## config.mk

```make
export PLATFORM = sky130hd
export DESIGN_NAME = hazard_scoreboard_unit_flat
export DESIGN_NICKNAME = d
export VERILOG_FILES = /design/src/rtl/hazard_scoreboard_unit_if.sv /design/src/rtl/hazard_scoreboard_unit.sv /design/src/flat_wrapper.sv
export SDC_FILE = /design/constraint.sdc
export NUM_CORES = 1
export LEC_CHECK = 0
export ABC_AREA = 1
export BUFFER_PORTS_ARGS = -buffer_cell sky130_fd_sc_hd__buf_2
export CORE_MARGIN = 1.5
export CORE_UTILIZATION = 30
export DETAILED_ROUTE_END_ITERATION = 12
export PLACE_DENSITY = 0.54
export SLEW_MARGIN = 20
export SYNTH_ARGS = -nofsm -noshare
export SYNTH_HDL_FRONTEND = slang
export SYNTH_SLANG_ARGS = --single-unit
```

## constraint.sdc

```tcl
create_clock -name CLK -period 1.8 [get_ports CLK]
set_input_delay 0.18 -clock CLK [delete_from_list [all_inputs] [get_ports CLK]]
set_output_delay 0.18 -clock CLK [all_outputs]
set_load 0.01 [all_outputs]
```

## src/rtl/hazard_scoreboard_unit_if.sv

```systemverilog
// Hazard-unit signal bundle between the pipeline (master) and the hazard unit (slave).
interface hazard_scoreboard_unit_if #(
    parameter int ADDR_W      = 5,
    parameter int STALL_CNT_W = 16
);
    logic [ADDR_W-1:0]      RsD, RtD;
    logic                   UsesRsD, UsesRtD;
    logic                   BranchD, JumpD, PCSrcD, MduOpD;
    logic [ADDR_W-1:0]      RsE, RtE, WriteRegE;
    logic                   RegWriteE, MemtoRegE, MduStartE;
    logic [ADDR_W-1:0]      MduDestE;
    logic [ADDR_W-1:0]      WriteRegM, WriteRegW;
    logic                   RegWriteM, MemtoRegM, RegWriteW;
    logic [1:0]             ForwardAE, ForwardBE;
    logic                   ForwardAD, ForwardBD;
    logic                   StallF, StallD, FlushE, FlushD;
    logic                   MduBusy, MduDone;
    logic [STALL_CNT_W-1:0] StallCount;

    modport master (
        output RsD, RtD, UsesRsD, UsesRtD, BranchD, JumpD, PCSrcD, MduOpD,
               RsE, RtE, WriteRegE, RegWriteE, MemtoRegE, MduStartE, MduDestE,
               WriteRegM, WriteRegW, RegWriteM, MemtoRegM, RegWriteW,
        input  ForwardAE, ForwardBE, ForwardAD, ForwardBD,
               StallF, StallD, FlushE, FlushD, MduBusy, MduDone, StallCount
    );

    modport slave (
        input  RsD, RtD, UsesRsD, UsesRtD, BranchD, JumpD, PCSrcD, MduOpD,
               RsE, RtE, WriteRegE, RegWriteE, MemtoRegE, MduStartE, MduDestE,
               WriteRegM, WriteRegW, RegWriteM, MemtoRegM, RegWriteW,
        output ForwardAE, ForwardBE, ForwardAD, ForwardBD,
               StallF, StallD, FlushE, FlushD, MduBusy, MduDone, StallCount
    );
endinterface

```

## src/rtl/hazard_scoreboard_unit.sv

```systemverilog
// Forwarding, stall/flush generation, MDU result scoreboard and saturating stall counter.
// state    | meaning
// MDU_IDLE | no MDU op in flight
// MDU_BUSY | MDU op in flight, cnt_q counts down to the write-back cycle
module hazard_scoreboard_unit #(
    parameter int ADDR_W      = 5,
    parameter int MDU_LAT     = 4,
    parameter int STALL_CNT_W = 16
) (
    input logic                     CLK,
    input logic                     RST,
    hazard_scoreboard_unit_if.slave hz
);
    localparam int CNT_W = $clog2(MDU_LAT) + 1;
    localparam logic [CNT_W-1:0] CNT_LOAD = CNT_W'(MDU_LAT - 1);
    localparam logic [STALL_CNT_W-1:0] STALL_MAX = '1;

    typedef enum logic {MDU_IDLE, MDU_BUSY} mdu_state_t;

    mdu_state_t             state_q;
    logic [ADDR_W-1:0]      mdu_dest_q;
    logic [CNT_W-1:0]       cnt_q;
    logic [STALL_CNT_W-1:0] stall_cnt_q, stall_cnt_d;

    logic mdu_busy, mdu_done, mdu_pend;
    logic lwstall, branchstall, mdustall, stall;

    function automatic logic match_d(input logic [ADDR_W-1:0] x,
                                     input logic [ADDR_W-1:0] rs,
                                     input logic [ADDR_W-1:0] rt,
                                     input logic use_rs,
                                     input logic use_rt);
        return (x != '0) && ((use_rs && rs == x) || (use_rt && rt == x));
    endfunction

    assign hz.ForwardAE = (hz.RsE != '0 && hz.RegWriteM && hz.WriteRegM == hz.RsE) ? 2'b10 :
                          (hz.RsE != '0 && hz.RegWriteW && hz.WriteRegW == hz.RsE) ? 2'b01 : 2'b00;
    assign hz.ForwardBE = (hz.RtE != '0 && hz.RegWriteM && hz.WriteRegM == hz.RtE) ? 2'b10 :
                          (hz.RtE != '0 && hz.RegWriteW && hz.WriteRegW == hz.RtE) ? 2'b01 : 2'b00;
    assign hz.ForwardAD = (hz.RsD != '0) && hz.RegWriteM && (hz.WriteRegM == hz.RsD);
    assign hz.ForwardBD = (hz.RtD != '0) && hz.RegWriteM && (hz.WriteRegM == hz.RtD);

    assign mdu_busy = (state_q == MDU_BUSY);
    assign mdu_done = mdu_busy && (cnt_q == '0);
    assign mdu_pend = mdu_busy && !mdu_done;

    assign lwstall = hz.MemtoRegE &&
                     match_d(hz.WriteRegE, hz.RsD, hz.RtD, hz.UsesRsD, hz.UsesRtD);
    assign branchstall = hz.BranchD &&
        ((hz.RegWriteE && match_d(hz.WriteRegE, hz.RsD, hz.RtD, hz.UsesRsD, hz.UsesRtD)) ||
         (hz.MemtoRegM && match_d(hz.WriteRegM, hz.RsD, hz.RtD, hz.UsesRsD, hz.UsesRtD)));
    // The done cycle needs no stall: the register file forwards the write to the reader.
    assign mdustall =
        (mdu_pend && match_d(mdu_dest_q, hz.RsD, hz.RtD, hz.UsesRsD, hz.UsesRtD)) ||
        (hz.MduStartE && match_d(hz.MduDestE, hz.RsD, hz.RtD, hz.UsesRsD, hz.UsesRtD)) ||
        (hz.MduOpD && (mdu_pend || hz.MduStartE));
    assign stall = lwstall | branchstall | mdustall;

    assign hz.StallF     = stall;
    assign hz.StallD     = stall;
    assign hz.FlushE     = stall;
    assign hz.FlushD     = (hz.PCSrcD | hz.JumpD) & ~stall;
    assign hz.MduBusy    = mdu_busy;
    assign hz.MduDone    = mdu_done;
    assign hz.StallCount = stall_cnt_q;

    always_ff @(posedge CLK) begin
        if (RST) begin
            state_q    <= MDU_IDLE;
            mdu_dest_q <= '0;
            cnt_q      <= '0;
        end else if (hz.MduStartE) begin
            state_q    <= MDU_BUSY;
            mdu_dest_q <= hz.MduDestE;
            cnt_q      <= CNT_LOAD;
        end else if (state_q == MDU_BUSY) begin
            if (cnt_q == '0) begin
                state_q <= MDU_IDLE;
            end else begin
                cnt_q <= cnt_q - CNT_W'(1);
            end
        end
    end

    assign stall_cnt_d = (stall && stall_cnt_q != STALL_MAX) ?
                         stall_cnt_q + STALL_CNT_W'(1) : stall_cnt_q;

    always_ff @(posedge CLK) begin
        if (RST) begin
            stall_cnt_q <= '0;
        end else begin
            stall_cnt_q <= stall_cnt_d;
        end
    end
endmodule
```

## src/flat_wrapper.sv

```systemverilog
// flat-port wrapper written by rule: the top's interface ports become plain ports
module hazard_scoreboard_unit_flat 
#(
    parameter int ADDR_W      = 5,
    parameter int MDU_LAT     = 4,
    parameter int STALL_CNT_W = 16
)
  (CLK, RST, hz_RsD, hz_RtD, hz_UsesRsD, hz_UsesRtD, hz_BranchD, hz_JumpD, hz_PCSrcD, hz_MduOpD, hz_RsE, hz_RtE, hz_WriteRegE, hz_RegWriteE, hz_MemtoRegE, hz_MduStartE, hz_MduDestE, hz_WriteRegM, hz_WriteRegW, hz_RegWriteM, hz_MemtoRegM, hz_RegWriteW, hz_ForwardAE, hz_ForwardBE, hz_ForwardAD, hz_ForwardBD, hz_StallF, hz_StallD, hz_FlushE, hz_FlushD, hz_MduBusy, hz_MduDone, hz_StallCount);
  hazard_scoreboard_unit_if #(.ADDR_W(ADDR_W), .STALL_CNT_W(STALL_CNT_W)) hz_i ();
  input logic CLK;
  input logic RST;
  input wire logic [$bits(hz_i.RsD)-1:0] hz_RsD;
  input wire logic [$bits(hz_i.RtD)-1:0] hz_RtD;
  input wire logic [$bits(hz_i.UsesRsD)-1:0] hz_UsesRsD;
  input wire logic [$bits(hz_i.UsesRtD)-1:0] hz_UsesRtD;
  input wire logic [$bits(hz_i.BranchD)-1:0] hz_BranchD;
  input wire logic [$bits(hz_i.JumpD)-1:0] hz_JumpD;
  input wire logic [$bits(hz_i.PCSrcD)-1:0] hz_PCSrcD;
  input wire logic [$bits(hz_i.MduOpD)-1:0] hz_MduOpD;
  input wire logic [$bits(hz_i.RsE)-1:0] hz_RsE;
  input wire logic [$bits(hz_i.RtE)-1:0] hz_RtE;
  input wire logic [$bits(hz_i.WriteRegE)-1:0] hz_WriteRegE;
  input wire logic [$bits(hz_i.RegWriteE)-1:0] hz_RegWriteE;
  input wire logic [$bits(hz_i.MemtoRegE)-1:0] hz_MemtoRegE;
  input wire logic [$bits(hz_i.MduStartE)-1:0] hz_MduStartE;
  input wire logic [$bits(hz_i.MduDestE)-1:0] hz_MduDestE;
  input wire logic [$bits(hz_i.WriteRegM)-1:0] hz_WriteRegM;
  input wire logic [$bits(hz_i.WriteRegW)-1:0] hz_WriteRegW;
  input wire logic [$bits(hz_i.RegWriteM)-1:0] hz_RegWriteM;
  input wire logic [$bits(hz_i.MemtoRegM)-1:0] hz_MemtoRegM;
  input wire logic [$bits(hz_i.RegWriteW)-1:0] hz_RegWriteW;
  output wire logic [$bits(hz_i.ForwardAE)-1:0] hz_ForwardAE;
  output wire logic [$bits(hz_i.ForwardBE)-1:0] hz_ForwardBE;
  output wire logic [$bits(hz_i.ForwardAD)-1:0] hz_ForwardAD;
  output wire logic [$bits(hz_i.ForwardBD)-1:0] hz_ForwardBD;
  output wire logic [$bits(hz_i.StallF)-1:0] hz_StallF;
  output wire logic [$bits(hz_i.StallD)-1:0] hz_StallD;
  output wire logic [$bits(hz_i.FlushE)-1:0] hz_FlushE;
  output wire logic [$bits(hz_i.FlushD)-1:0] hz_FlushD;
  output wire logic [$bits(hz_i.MduBusy)-1:0] hz_MduBusy;
  output wire logic [$bits(hz_i.MduDone)-1:0] hz_MduDone;
  output wire logic [$bits(hz_i.StallCount)-1:0] hz_StallCount;
  assign hz_i.RsD = hz_RsD;
  assign hz_i.RtD = hz_RtD;
  assign hz_i.UsesRsD = hz_UsesRsD;
  assign hz_i.UsesRtD = hz_UsesRtD;
  assign hz_i.BranchD = hz_BranchD;
  assign hz_i.JumpD = hz_JumpD;
  assign hz_i.PCSrcD = hz_PCSrcD;
  assign hz_i.MduOpD = hz_MduOpD;
  assign hz_i.RsE = hz_RsE;
  assign hz_i.RtE = hz_RtE;
  assign hz_i.WriteRegE = hz_WriteRegE;
  assign hz_i.RegWriteE = hz_RegWriteE;
  assign hz_i.MemtoRegE = hz_MemtoRegE;
  assign hz_i.MduStartE = hz_MduStartE;
  assign hz_i.MduDestE = hz_MduDestE;
  assign hz_i.WriteRegM = hz_WriteRegM;
  assign hz_i.WriteRegW = hz_WriteRegW;
  assign hz_i.RegWriteM = hz_RegWriteM;
  assign hz_i.MemtoRegM = hz_MemtoRegM;
  assign hz_i.RegWriteW = hz_RegWriteW;
  assign hz_ForwardAE = hz_i.ForwardAE;
  assign hz_ForwardBE = hz_i.ForwardBE;
  assign hz_ForwardAD = hz_i.ForwardAD;
  assign hz_ForwardBD = hz_i.ForwardBD;
  assign hz_StallF = hz_i.StallF;
  assign hz_StallD = hz_i.StallD;
  assign hz_FlushE = hz_i.FlushE;
  assign hz_FlushD = hz_i.FlushD;
  assign hz_MduBusy = hz_i.MduBusy;
  assign hz_MduDone = hz_i.MduDone;
  assign hz_StallCount = hz_i.StallCount;
  hazard_scoreboard_unit #(.ADDR_W(ADDR_W), .MDU_LAT(MDU_LAT), .STALL_CNT_W(STALL_CNT_W)) u_core (.CLK(CLK), .RST(RST), .hz(hz_i));
endmodule
```

==> results of run 1 <==
-- worst paths after layout --
kind	start	end	slack, ns	depth (start not counted)
max	u_core.cnt_q[0]$_SDFFE_PP0P_	hz_FlushE	-0.06	13
min	RST	u_core.cnt_q[0]$_SDFFE_PP0P_	0.08	2
max reg2reg	u_core.cnt_q[0]$_SDFFE_PP0P_	u_core.hz.StallCount[14]$_SDFFE_PP0P_	0.02	17
min reg2reg	u_core.cnt_q[1]$_SDFFE_PP0P_	u_core.cnt_q[1]$_SDFFE_PP0P_	0.49	2
-- power groups by stage --
stage	Combinational (mW)	Clock, mW	Sequential (mW)
6_report	0.599	0.350	0.609
5_1_grt	0.665	0.408	0.614
4_1_cts	0.568	0.370	0.604
3_5_place_dp	0.524	0	0.615
3_3_place_gp	0.521	0	0.615
2_1_floorplan	0.304	0	0.622
-- cells in the final DEF, fill, tap and decap left out, drive strengths merged --
cell      instances
clkinvlp          1
nand2           155
nand3b            1
a2111oi           1
nor3             10
xnor2             7
a221oi            1
a21boi            1
buf             111
nand4            11
a21oi            23
o2111ai           3
xor2             10
ha                3
dfxtp            25
o221ai            1
inv              59
o22ai             2
o21a              1
nand3            23
and3              1
a31oi             1
clkbuf            3
nor4              3
nor2             73
o21ai            16
-- cell families after synthesis --
group                    share of synthesized area, %
AO/OA/AOI/OAI                                    11.6
XOR/XNOR                                         6.11
adder cells (fa/ha/maj)                          1.54
buffers and inverters                            11.7
flip-flops                                       20.6
AND/OR/NAND/NOR                                  48.5
-- synth_stat cells, types with 2 or more instances --
library cell / instances
nand3_1: 22
a21oi_1: 23
dfxtp_1: 25
o22ai_1: 2
nor3_2: 2
inv_2: 15
o21ai_0: 12
nor2_1: 71
ha_1: 3
nor3_1: 7
nor2_4: 2
o21ai_1: 4
inv_1: 43
buf_6: 2
clkbuf_1: 3
nand4_1: 11
nand2_1: 152
nand2_4: 2
o2111ai_1: 3
buf_4: 3
nor4_1: 3
xnor2_1: 7
xor2_1: 10
-- state kept, by name (all words and copies together), names as in the netlist --
name                  count
u_core.mdu_dest_q         5
u_core.cnt_q              3
u_core.hz.MduBusy         1
u_core.hz.StallCount     16
-- layer usage --
layer | up-vias | part of all wire [%] | global-route usage (%)
met5 | - | 0 | 0
met4 | 0 | 0.94 | 3.79
met3 | 8 | 5.3 | 1.95
met2 | 89 | 47 | 30.8
met1 | 1328 | 47 | 22.5
li1 | 1613 | - | -
-- what timing repair did --
action | 4_1_cts | 5_1_grt
buffers inserted | 8 | 5
hold buffers | 0 | 0
gates resized for setup | 16 | 34
setup endpoints to repair | 18 | 21
pin swaps | 6 | 7
-- area by class of cell --
cell class / instances / area, um2
fill: 888 / 4480
clock buffer: 3 / 41.3
sequential: 25 / 520
timing repair buffer: 111 / 663
clock inverter: 1 / 7.51
inverter: 59 / 229
multi-input combinational: 347 / 1730
tap: 102 / 128
==> impl_metrics.toml, run 1 <==
[floorplanning]
fp.dieW_um = 93.1
initial_core_util_pct = 31.2
core_mm2 = 0.00781
rows = 32
dieArea_mm2 = 0.00867
io_pins = 82
die_y_um = 93.1

[cells_and_area]
nets = 604
stdcell_area_mm2 = 0.00332
insertedDiodeCount = 0
finalNonFillerCells = 648
layout-drive-gt1-share_pct = 32.1
final_core_util_pct = 42.6
syn2layout_area_growth_pct = 36.5

[placement]
dpl_cell_area_mm2 = 0.00305
place_hpwl_mm = 6.04
port_buffers = 81
dp_cells = 632
preCtsSetupSlack_ns = -0.0218
gp_congestion = 0.866

[power]
power_frac_comb_pct = 38.5
pwr-share-clk_pct = 22.5
switchingPower_mw = 0.560
power_mw = 1.56
p_int_mw = 0.998
leakage_nw = 1.78
p_sw_share_pct = 36.0
seqPwrFrac_pct = 39.1
ir_worst_vdd_uv = 186
power_density_mw_per_mm2 = 469

[timing]
maxSlewViolCount = 0
setup_viol_count_final = 2
rsz0062_at_grt = "yes"
setup_ws_ns = -0.0578
fin_crit_ns = 1.86
slew_headroom_pct = 61.7
finalSetupTns_ns = -0.0938
tightest_slew_ns = 0.560
max_clock_freq_mhz = 538
clock_skew_ns = 0.0134
hold_viol = 0
final.period_utilization_pct = 103
holdWs_ns = 0.0834

[drt]
drc = 0
wirelength_mm = 7.68
via_per_inst = 4.69
postRouteAntennaNets = 0
wl_per_cell_um = 11.8
firstDrtPassIters = 4
vias = 3038
first_iter_violations = 144

[grt]
grt_pass1_vias = 2728
grt-ovfl-total = 0
track_usage_pct = 17.4
grt_pass1_wl_mm = 12.3
grt_antenna_before_repair = 0
grt_max_degree = 20

[worst_setup_path]
slowest_delay_ns = 0.35
path_buf_inv = 5
cp_slowest_cell = "dfxtp_2"
endpoint_kind = "primary output"
crit_required_ns = 1.62
cp.arrival_ns = 1.68
worstPathCellList = "inv_2 > ha_4 > nand2_4 > nand2_4 > inv_4 > o21ai_2 > inv_1 > nand2_1 > nand3_2 > nor2_2 > nand2_2 > buf_6 > buf_6"
cp_top_family = "simple AND/OR/NAND/NOR gates"
setup.worst_path.class = "flip-flop to primary output"
crit_fanout = 5
start_kind = "flip-flop"

[min_path]
hold_path.class = "input port to flip-flop"

[clock_network]
cts-root-buf = "clkbuf_8"
cts.sinks = 25
cts_tree = "built"
clock_latency_ns = 0.28
clk_pin_slew_worst_paths_ns = 0.10
h-tree-depth = 1
cts-buffers-inserted = 3
clock_path_buffers = 2

[logic_synthesis]
synth_top_area_cell = "nand2_1"
yosysSeqAreaShare_pct = 20.6
syn_inst = 440
syn_nets = 497
ys.flop_type = "dfxtp_1"
syn_avg_cell_area_um2 = 5.53
async_flop_share_pct = 0
synth.cell_area_mm2 = 0.00243
synth-seq-cells = 25
synth.distinct_cells = 36
ys.warnings.count = 0
synth_top_area_share_pct = 23.4
synth_area_leaders = "nand2_1 23%, dfxtp_1 21%, nor2_1 11%"
synth_edf_count = 0

[job]
max-cap-violations = 0

[run_status]
status = "finished, violations left"
violations = "setup timing"
Note: power is estimated with default switching activity, not from simulation.
==> inputs of run 2 (changes only) <==
--- a/config.mk
+++ b/config.mk
@@ -11,6 +11,7 @@
 export CORE_UTILIZATION = 30
 export DETAILED_ROUTE_END_ITERATION = 12
 export PLACE_DENSITY = 0.54
+export REMOVE_ABC_BUFFERS = 1
 export SLEW_MARGIN = 20
 export SYNTH_ARGS = -nofsm -noshare
 export SYNTH_HDL_FRONTEND = slang
==> run 2 against run 1 <==
Largest power group unchanged; fmax about the same; count of clock-buffer cells in the layout did not move; the run still ends with setup timing left; design area fell by 1.1%; worst hold slack improved by 0.0085 ns; critical path depth unchanged; critical path type unchanged; routed wire length up 0.94%; worst setup slack worse by 0.0010 ns.
==> impl_metrics.toml, run 2 (same netlist as run 1, synthesis figures left out) <==
[job]
max-cap-violations = 0

[floorplanning]
rows = 32
dieArea_mm2 = 0.00867
die_y_um = 93.1
core_mm2 = 0.00781
fp.dieW_um = 93.1
io_pins = 82
initial_core_util_pct = 31.2

[worst_setup_path]
start_kind = "flip-flop"
cp_slowest_cell = "dfxtp_2"
crit_fanout = 4
slowest_delay_ns = 0.33
setup.worst_path.class = "flip-flop to primary output"
cp.arrival_ns = 1.68
crit_required_ns = 1.62
worstPathCellList = "inv_2 > ha_4 > nand2_4 > nand2_4 > inv_2 > o21ai_1 > inv_1 > nand2_1 > nand3_2 > nor2_2 > nand2_2 > buf_12 > buf_6"
endpoint_kind = "primary output"

[placement]
place_hpwl_mm = 6.14
port_buffers = 81
dpl_cell_area_mm2 = 0.00300
gp_congestion = 0.921

[power]
leakage_nw = 1.74
power_density_mw_per_mm2 = 472
power_mw = 1.55
ir_worst_vdd_uv = 237

[clock_network]
clock_path_buffers = 2
clk_pin_slew_worst_paths_ns = 0.10
clock_latency_ns = 0.27
h-tree-depth = 1
cts.sinks = 25
cts_tree = "built"
holdBufCountCts = 0
cts-buffers-inserted = 3
cts-root-buf = "clkbuf_8"

[run_status]
violations = "setup timing"
status = "finished, violations left"

[timing]
clock_skew_ns = 0.0123
tightest_slew_ns = 0.529
fin_crit_ns = 1.86
max_clock_freq_mhz = 538
slew_headroom_pct = 63.8
maxSlewViolCount = 0
hold_viol = 0
setup_ws_ns = -0.0588
rsz0062_at_grt = "yes"
final.period_utilization_pct = 103
setup_viol_count_final = 4

[drt]
highest_layer = "met4"
dr_wl_met3_um = 283
vias = 2972
wl_met1_mm = 3.71
via_per_inst = 4.66
met2WireLength_mm = 3.68
drc = 0
first_iter_violations = 116
wl_per_cell_um = 12.1
wirelength_mm = 7.75
postRouteAntennaNets = 0
firstDrtPassIters = 4

[cells_and_area]
fill_cells = 855
insertedDiodeCount = 0
stdcell_area_mm2 = 0.00329
largest_reg_flops = 16
syn2layout_area_growth_pct = 35.0
layout-drive-gt1-share_pct = 31.2
layout_common_cells = "146 x nand2_1, 77 x buf_2, 68 x nor2_1, 37 x inv_1, 21 x inv_2"
final_core_util_pct = 42.1
final_common_cell = "nand2_1"
nets = 594

[grt]
grt_antenna_before_repair = 0
grt_pass1_wl_mm = 12.8
grt_max_degree = 17
track_usage_pct = 18.0
grt-ovfl-total = 0
grt_pass1_vias = 2721

[min_path]
hold_path.class = "input port to flip-flop"
run 2: changes by cell type in the layout (fill, tap and decap cells not counted), sizes merged:
cell,before,now
buf,111,101
run 2: worst max-delay path: cells and delay by family (launching register included):
kind,cells,cell delay (ns)
AND/OR/NAND/NOR,6,0.46
buffers and inverters,5,0.41
flip-flops,1,0.33
adder cells (fa/ha/maj),1,0.14
AO/OA/AOI/OAI,1,0.06
run 2: area by class of cell:
type	count	area, um2	share of cell area [%]
Multi-Input combinational cell	347	1750	53.3
Timing Repair Buffer	101	618	18.8
Sequential cell	25	518	15.8
Inverter	59	224	6.81
Tap cell	102	128	3.88
Clock buffer	3	41.3	1.26
Clock inverter	1	7.51	0.228
run 2: where the power goes:
part           internal [mW]  total [mW]  switching, mW  leakage (nW)
clock                  0.157       0.340          0.184        0.0217
sequential             0.582       0.609         0.0273         0.208
combinational          0.260       0.603          0.343          1.51
run 2: routing by layer:
metal	track usage, %	up-vias
met4	3.54	0
met1	24.5	1317
met5	0	-
met2	30.5	60
li1	-	1589
met3	2.36	6
run 2: through the flow:
step	cells	hold slack [ns]	TNS (ns)	worst slack (ns)
after global placement	623	0.394	0	0.0702
after detailed placement	623	0.399	-0.00728	-0.00324
after CTS	636	0.0846	-0.618	-0.107
after floorplan	431	0.249	-0.0583	-0.0359
final	638	0.0919	-0.214	-0.0588
after global routing	638	0.0777	-1.31	-0.182
run 2: path summary, 6_finish.rpt:
kind                                                    from  cells past startpoint  slack (ns)                                   end
worst min register to register  u_core.cnt_q[0]$_SDFFE_PP0P_                      2        0.47          u_core.cnt_q[0]$_SDFFE_PP0P_
worst min-delay path                                     RST                      2        0.09          u_core.cnt_q[1]$_SDFFE_PP0P_
worst max register to register  u_core.cnt_q[0]$_SDFFE_PP0P_                     17        0.05  u_core.hz.StallCount[6]$_SDFFE_PP0P_
worst max-delay path            u_core.cnt_q[0]$_SDFFE_PP0P_                     13       -0.06                             hz_StallF
run 2: timing repair:
action	CTS	global route
setup endpoints to repair	13	21
buffers inserted	9	4
hold endpoints to repair	0	0
resized for setup	21	32
pin swaps	5	6
